<file path="src/rtl/div_pkg.sv">
// div_pkg: shared widths, entry layout and result record for the divider result path
package div_pkg;
    localparam int DIV_WIDTH     = 10;
    localparam int DIV_ENTRY_W   = DIV_WIDTH + 2;
    localparam int ENTRY_DVZ_BIT = DIV_WIDTH;
    localparam int ENTRY_OVF_BIT = DIV_WIDTH + 1;
    typedef struct packed {
        logic                 ovf;
        logic                 dvz;
        logic [DIV_WIDTH-1:0] q;
    } div_result_t;
endpackage

</file>
<file path="src/rtl/wrap_counter.sv">
// wrap_counter: modulo-DEPTH pointer with sync reset and increment enable
// Ports: clock, reset (sync, active-high), inc (advance), ptr (0..DEPTH-1)
module wrap_counter #(
    parameter int DEPTH = 4,
    parameter int W     = $clog2(DEPTH)
) (
    input  logic         clock,
    input  logic         reset,
    input  logic         inc,
    output logic [W-1:0] ptr
);
    always_ff @(posedge clock)
        ptr <= reset ? '0 : inc ? (ptr == W'(DEPTH - 1) ? '0 : ptr + 1'b1) : ptr;
endmodule

</file>
<file path="src/rtl/div_result_fifo.sv">
// div_result_fifo: FWFT FIFO buffering divider results {ovf, dvz, q} for a valid/ready consumer
// Ports: clock, reset (sync, active-high flush); res_valid/res_q/res_dvz/res_ovf in, res_ready out;
//        out_valid/out_q/out_dvz/out_ovf out, out_ready in; count/full/empty status; sticky overrun.
// Optional: define DIV_RESULT_SAT_EN to saturate the stored quotient to all-ones on overflow.
module div_result_fifo
    import div_pkg::*;
#(
    parameter int WIDTH = DIV_WIDTH,
    parameter int DEPTH = 4,
    parameter int CNT_W = 3
) (
    input  logic             clock,
    input  logic             reset,
    input  logic             res_valid,
    input  logic [WIDTH-1:0] res_q,
    input  logic             res_dvz,
    input  logic             res_ovf,
    output logic             res_ready,
    output logic             out_valid,
    input  logic             out_ready,
    output logic [WIDTH-1:0] out_q,
    output logic             out_dvz,
    output logic             out_ovf,
    output logic [CNT_W-1:0] count,
    output logic             full,
    output logic             empty,
    output logic             overrun
);
    localparam int PW = $clog2(DEPTH);
    logic [WIDTH+1:0] mem [DEPTH];
    logic [WIDTH+1:0] head;
    logic [WIDTH-1:0] q_in;
    logic [PW-1:0]    wr_ptr, rd_ptr;
    logic             push, pop;
    assign full      = count == CNT_W'(DEPTH);
    assign empty     = count == '0;
    assign res_ready = ~full;
    assign out_valid = ~empty;
    assign push      = res_valid & ~full;
    assign pop       = out_valid & out_ready;
`ifdef DIV_RESULT_SAT_EN
    assign q_in = res_dvz ? '0 : res_ovf ? '1 : res_q;
`else
    assign q_in = res_dvz ? '0 : res_q;
`endif
    // an empty FIFO shows zeros instead of stale storage
    assign head    = empty ? '0 : mem[rd_ptr];
    assign out_q   = head[WIDTH-1:0];
    assign out_dvz = head[WIDTH];
    assign out_ovf = head[WIDTH+1];
    wrap_counter #(.DEPTH(DEPTH), .W(PW)) u_wr (.clock(clock), .reset(reset), .inc(push), .ptr(wr_ptr));
    wrap_counter #(.DEPTH(DEPTH), .W(PW)) u_rd (.clock(clock), .reset(reset), .inc(pop), .ptr(rd_ptr));
    always_ff @(posedge clock) begin
        if (push && !reset) mem[wr_ptr] <= {res_ovf & ~res_dvz, res_dvz, q_in};
        count   <= reset ? '0 : count + CNT_W'(push) - CNT_W'(pop);
        overrun <= reset ? 1'b0 : overrun | (res_valid & full);
    end
endmodule

</file>
<file path="config.mk">
export PLATFORM = sky130hd
export DESIGN_NAME = div_result_fifo
export DESIGN_NICKNAME = d
export VERILOG_FILES = /design/src/rtl/div_pkg.sv /design/src/rtl/wrap_counter.sv /design/src/rtl/div_result_fifo.sv
export SDC_FILE = /design/constraint.sdc
export NUM_CORES = 1
export LEC_CHECK = 0
export CAP_MARGIN = 20
export CORE_MARGIN = 2
export CORE_UTILIZATION = 45
export CTS_BUF_LIST = sky130_fd_sc_hd__clkbuf_4 sky130_fd_sc_hd__clkbuf_8
export CTS_CLUSTER_SIZE = 10
export DETAILED_ROUTE_END_ITERATION = 8
export PLACE_DENSITY = 0.65
export SYNTH_ARGS = -nofsm -noshare
export SYNTH_HDL_FRONTEND = slang
export SYNTH_SLANG_ARGS = --single-unit
</file>
<file path="constraint.sdc">
create_clock -name clock -period 4.5 [get_ports clock]
set_input_delay 1.125 -clock clock [delete_from_list [all_inputs] [get_ports clock]]
set_output_delay 1.125 -clock clock [all_outputs]
set_load 0.05 [all_outputs]
</file>
==> flow_summary_export.csv, run 1 <==
group,metric,value,unit
synthesis,yosysWarningCount,0,
synthesis,ys_seq_area_share,68.8,%
power,powerDensity,616,nW/um2
cts,cts_max_path_buffers,2,
timing,slew_headroom,35.2,%
critical_path,r2r-end,"count[2]",
critical_path,cpPeakStageDelay,0.85,ns
global_route,grt_use_total,15.9,%
power,internal-power,1.19,mW
power,peakVddDrop,310,uV
cts,cts_tree,"done",
synthesis,synth_edf_count,48,
cells_and_area,diodes,0,
outcome,status,"complete, no violations",
synthesis,avgSynthCellArea,16.7,um2
drt,wire_per_inst,16.1,um
cts,cts_root_buf,"clkbuf_8",
placed_design,placed_cells,246,
cells_and_area,final_cells,262,
critical_path,r2r_slack,2.00,ns
cts,h-tree-depth,3,
cells_and_area,finalNetCount,210,
placed_design,gp_congestion,0.671,
cts,path_clk_slew,0.07,ns
synthesis,netlist_instances,143,
timing,slew_viol_final,0,
die,core_area,5110,um2
timing,setup_violations,0,
die,rows,26,
cts,cts_hold_buf,0,
critical_path,timing.rr.start,"count[2]",
critical_path,critical_path_class,"flip-flop to output port",
die,die_area,5900,um2
drt,first_pass_iters,4,
critical_path,startpoint_type,"flip-flop",
timing,hold_violations,0,
drt,final_antenna_net_count,0,
placed_design,io_buffers,35,
cts,cts_setup_buffers,0,
global_route,grt_start_max_net_pins,16,
critical_path,cpLargestDelayFamily,"flip-flops",
cells_and_area,final_common_cell,"edfxtp_1",
drt,vias,1317,
drt,vias_per_cell,5.03,
critical_path,arrival,2.64,ns
timing,timing.final.crit_share,83.6,%
power,combPwrFrac,38.3,%
critical_path,crit_path_end,"out_q[6]",
cells_and_area,syn2layout_area_growth,28.1,%
critical_path,path_buf_inv,1,
critical_path,path_max_fanout,12,
synthesis,yosys.cell_types.count,26,
timing,max_freq,266,MHz
global_route,antenna_found_initial,0,
critical_path,crit_required,3.38,ns
synthesis,syn_nets,166,
cts,worstSkewPairLatency,0.33,ns
die,die_h,76.8,um
cells_and_area,drive_above_1_share,20.8,%
die,ioPinCount,36,
synthesis,async_reset_ff_share,0,%
run,max_cap_viol_count,0,
die,die_w,76.8,um
power,p_leak,1.05,nW
timing,fin_crit,3.76,ns
critical_path,endpoint_kind,"output port",
global_route,grt_pass1_wl,6.79,mm
placed_design,hpwlAfterDp,2.73,mm
global_route,gr-total-overflow,0,
critical_path,critical_path_depth,3,
timing,tns,0,ns
drt,initialDrtViolationCount,66,
drt,wirelength,4.21,mm
timing,rsz0062_at_grt,"no",
global_route,grt_pass1_vias,1440,
critical_path,rr_worst_depth,9,
synthesis,netlist_area,2380,um2
critical_path,cp_cell_sequence,"mux4_2, nor2b_1, clkdlybuf4s50_1",
cells_and_area,layout_common_cells,"edfxtp_1 (48), clkdlybuf4s50_1 (35), nor2b_1 (24), mux4_2 (12), clkbuf_8 (11)",
power,switching_share,36.7,%
cts,cts_buffers,9,
critical_path,crit_slowest_cell,"dfxtp_1",
timing,skew,0.00702,ns
cts,cts_resized,0,
timing,worst_pin_slew,0.967,ns
worst_hold_path,hold_path_class,"flip-flop to flip-flop",
cts,cts_sinks,58,
power,power_frac_clock,25.0,%
power,pwr-share-seq,36.7,%
synthesis,synth-seq-cells,58,
die,start_util,46.7,%
drt,drcViolationCount,0,
power,switchingPower,0.690,mW
synthesis,synthFlopType,"edfxtp_1",
-- worst register-to-register path, cell delays in order, from the launching register on --
cell	delay (ns)
dfxtp_1	0.42
or3b_1	0.47
nand2_1	0.27
xor2_1	0.19
ha_1	0.16
inv_1	0.05
fa_1	0.38
xor2_1	0.17
and2_2	0.20
nor3_1	0.12
-- state kept, by name (all words and copies together), names as in the netlist, named ones only --
signal,cells
count,3
mem,48
overrun,1
u_wr.ptr,2
u_rd.ptr,2
-- kinds of logic (layout without fill, tap and decap cells) --
group,after synthesis,after routing,synth area share [%]
mux,13,13,11.8
simple gates,42,42,10.6
xor+xnor,2,2,0.735
compound gates,9,9,1.99
buf+inv,12,61,2.10
fa+ha+maj,7,7,3.99
flops,58,58,68.8
-- final cells by class --
type                            count  area (um2)
Fill cell                         422        2050
Sequential cell                    58        1640
Tap cell                           70        87.6
Clock inverter                      5        52.6
Multi-Input combinational cell     73         718
Timing Repair Buffer               39         380
Clock buffer                       11         151
Inverter                            6        22.5
-- layer usage --
| metal | part of all wire, % | vias up | global-route usage [%] |
|---|---|---|---|
| met5 | 0 | - | 0 |
| met4 | 1.9 | 0 | 10.4 |
| met3 | 3.4 | 7 | 3.88 |
| met2 | 54 | 36 | 27.5 |
| met1 | 41 | 653 | 17.4 |
| li1 | - | 621 | - |
-- synth_stat cells (3+ instances only) --
library cell / number / share of area [%]
edfxtp_1: 48 / 60
a21oi_1: 6 / 1.3
nor2b_1: 24 / 6.3
inv_1: 5 / 0.79
nor3b_1: 4 / 1.3
clkbuf_1: 3 / 0.47
mux4_2: 12 / 11
dfxtp_1: 10 / 8.4
nor2_1: 5 / 0.79
ha_1: 6 / 3.1
-- power by group through the flow --
stage,sequential [mW],clock [mW],combinational (mW)
after floorplan,0.708,0,0.492
after global placement,0.701,0,0.716
after detailed placement,0.705,0,0.729
after CTS,0.693,0.481,0.732
after global routing,0.702,0.505,0.764
final,0.691,0.470,0.721
-- through the flow --
| stage | hold slack (ns) | utilization, % | setup slack, ns | cell area [um2] | total power [mW] |
|---|---|---|---|---|---|
| 3_5_place_dp | 0.464 | 55.8 | 0.983 | 2850 | 1.43 |
| 5_1_grt | 0.544 | 59.8 | 0.503 | 3050 | 1.97 |
| 2_1_floorplan | 0.471 | - | 1.22 | 2380 | 1.20 |
| 4_1_cts | 0.487 | 59.8 | 0.641 | 3050 | 1.91 |
| 3_3_place_gp | 0.462 | 55.8 | 1.00 | 2850 | 1.42 |
| 6_report | 0.481 | 59.8 | 0.736 | 3050 | 1.88 |
-- worst min path at each step --
stage	startpoint	slack, ns	depth (start not counted)	endpoint
finish	overrun	0.48	2	overrun
global route	u_rd.ptr[0]	0.54	2	u_rd.ptr[0]
CTS	overrun	0.49	2	overrun
detailed placement	overrun	0.46	2	overrun
global placement	overrun	0.46	2	overrun
floorplan	u_rd.ptr[0]	0.47	2	flip-flop
Note: power is estimated with default switching activity, not from simulation.
==> run 2, diff against run 1 <==
clock period = 3.81 ns   (was 4.5 ns; I/O delays follow)
==> flow_summary_export.csv, run 2 (synthesis results as in run 1) <==
group,metric,value,unit
cells_and_area,top_regs,"mem: 48 flops, count: 3 flops",
drt,final_antenna_net_count,0,
cts,h-tree-depth,3,
critical_path,timing.rr.start,"count[2]",
power,power.total,2.29,mW
cells_and_area,finalNetCount,212,
placed_design,hpwlAfterDp,2.75,mm
cts,worstSkewPairLatency,0.32,ns
cts,cts_hold_buf,0,
drt,vias,1337,
timing,setup_violations,0,
die,die_area,5900,um2
worst_hold_path,min_to,"overrun",
timing,worst_pin_slew,0.706,ns
timing,rsz0062_at_grt,"no",
timing,tns,0,ns
cells_and_area,drive_above_1_share,20.6,%
cells_and_area,layout_common_cells,"edfxtp_1 (48), clkdlybuf4s50_1 (35), nor2b_1 (24), mux4_2 (12)",
global_route,grt_start_max_net_pins,16,
placed_design,gp_congestion,0.737,
power,peakVddDrop,378,uV
worst_hold_path,hold_path_depth,2,
timing,max_freq,306,MHz
cts,cts_buffers,9,
global_route,grt_use_total,16.0,%
critical_path,r2r_slack,1.37,ns
timing,slew_viol_final,0,
cells_and_area,utilization,60.4,%
die,rows,26,
critical_path,rr_worst_depth,9,
die,ioPinCount,36,
die,die_w,76.8,um
cells_and_area,syn2layout_area_growth,29.3,%
timing,whs,0.504,ns
critical_path,startpoint_type,"flip-flop",
timing,hold_violations,0,
cts,cts_tree,"done",
cts,cts_resized,0,
cts,cts_root_buf,"clkbuf_8",
cells_and_area,diodes,0,
critical_path,r2r-end,"count[2]",
global_route,grt_pass1_vias,1487,
worst_hold_path,hp-start,"overrun",
drt,wirelength,4.36,mm
cts,cts_setup_buffers,0,
drt,vias_per_cell,5.06,
global_route,grt_pass1_wl,7.08,mm
power,p_leak,1.06,nW
cells_and_area,final_common_cell,"edfxtp_1",
placed_design,io_buffers,35,
drt,first_pass_iters,4,
worst_hold_path,hold_path_class,"flip-flop to flip-flop",
timing,skew,0.00394,ns
critical_path,arrival,2.32,ns
timing,fin_crit,3.27,ns
global_route,antenna_found_initial,0,
cts,cts_sinks,58,
outcome,status,"complete, no violations",
timing,timing.final.crit_share,85.8,%
die,start_util,46.7,%
cells_and_area,regMostFlops,"mem",
critical_path,critical_path_class,"flip-flop to output port",
critical_path,path_max_fanout,12,
cts,path_clk_slew,0.06,ns
critical_path,crit_required,2.86,ns
die,die_h,76.8,um
die,core_area,5110,um2
power,powerDensity,744,nW/um2
drt,initialDrtViolationCount,99,
critical_path,endpoint_kind,"output port",
drt,wire_per_inst,16.5,um
global_route,gr-total-overflow,0,
drt,drcViolationCount,0,
run,max_cap_viol_count,0,
cts,cts_max_path_buffers,2,
timing,slew_headroom,52.5,%
cells_and_area,largest_reg_flops,48,
run 2: changes by cell type in the layout (fill, tap and decap cells not counted):
cell / previous run / this run
clkbuf_8: 11 / 10
clkinv_1: 0 / 2
bufinv_16: 1 / 2
clkinv_2: 3 / 1
buf_4: 4 / 6
run 2: how the worst max path moves through the flow:
stage	cells past startpoint	endpoint	startpoint
floorplan	3	out_dvz	count[1]
global placement	3	out_dvz	flip-flop
detailed placement	9	count[2]	res_valid
finish	3	out_dvz	flip-flop
global route	3	out_q[3]	flip-flop
CTS	3	out_q[6]	flip-flop
run 2: through the flow:
stage / setup slack, ns / std cells / instance area (um2)
2_1_floorplan: 0.698 / 143 / 2380
3_3_place_gp: 0.828 / 248 / 2870
3_5_place_dp: 0.765 / 248 / 2870
4_1_cts: 0.473 / 264 / 3080
5_1_grt: 0.428 / 264 / 3080
6_report: 0.540 / 264 / 3080
run 2: final cells by class:
| cell class | instances | area, um2 |
|---|---|---|
| Inverter | 6 | 22.5 |
| Sequential cell | 58 | 1640 |
| Timing Repair Buffer | 41 | 395 |
| Clock buffer | 10 | 138 |
| Tap cell | 70 | 87.6 |
| Fill cell | 437 | 2020 |
| Clock inverter | 6 | 80.1 |
| Multi-Input combinational cell | 73 | 718 |
run 2: worst max-delay path: stages (launching register included):
cell             delay (ns)
dfxtp_1                0.72
mux4_2                 0.31
nor2b_1                0.14
clkdlybuf4s50_1        0.83
run 2: routing by layer:
metal / global-route usage, % / vias up / part of all wire [%]
met1: 18.1 / 667 / 41
met5: 0 / - / 0
met3: 3.76 / 9 / 4.3
li1: - / 624 / -
met4: 8.18 / 0 / 1.7
met2: 28.2 / 37 / 53
run 2: power breakdown:
part           internal (mW)  switching (mW)  total, mW
logic                  0.340           0.557      0.897
registers              0.747          0.0448      0.792
clock network          0.380           0.225      0.605
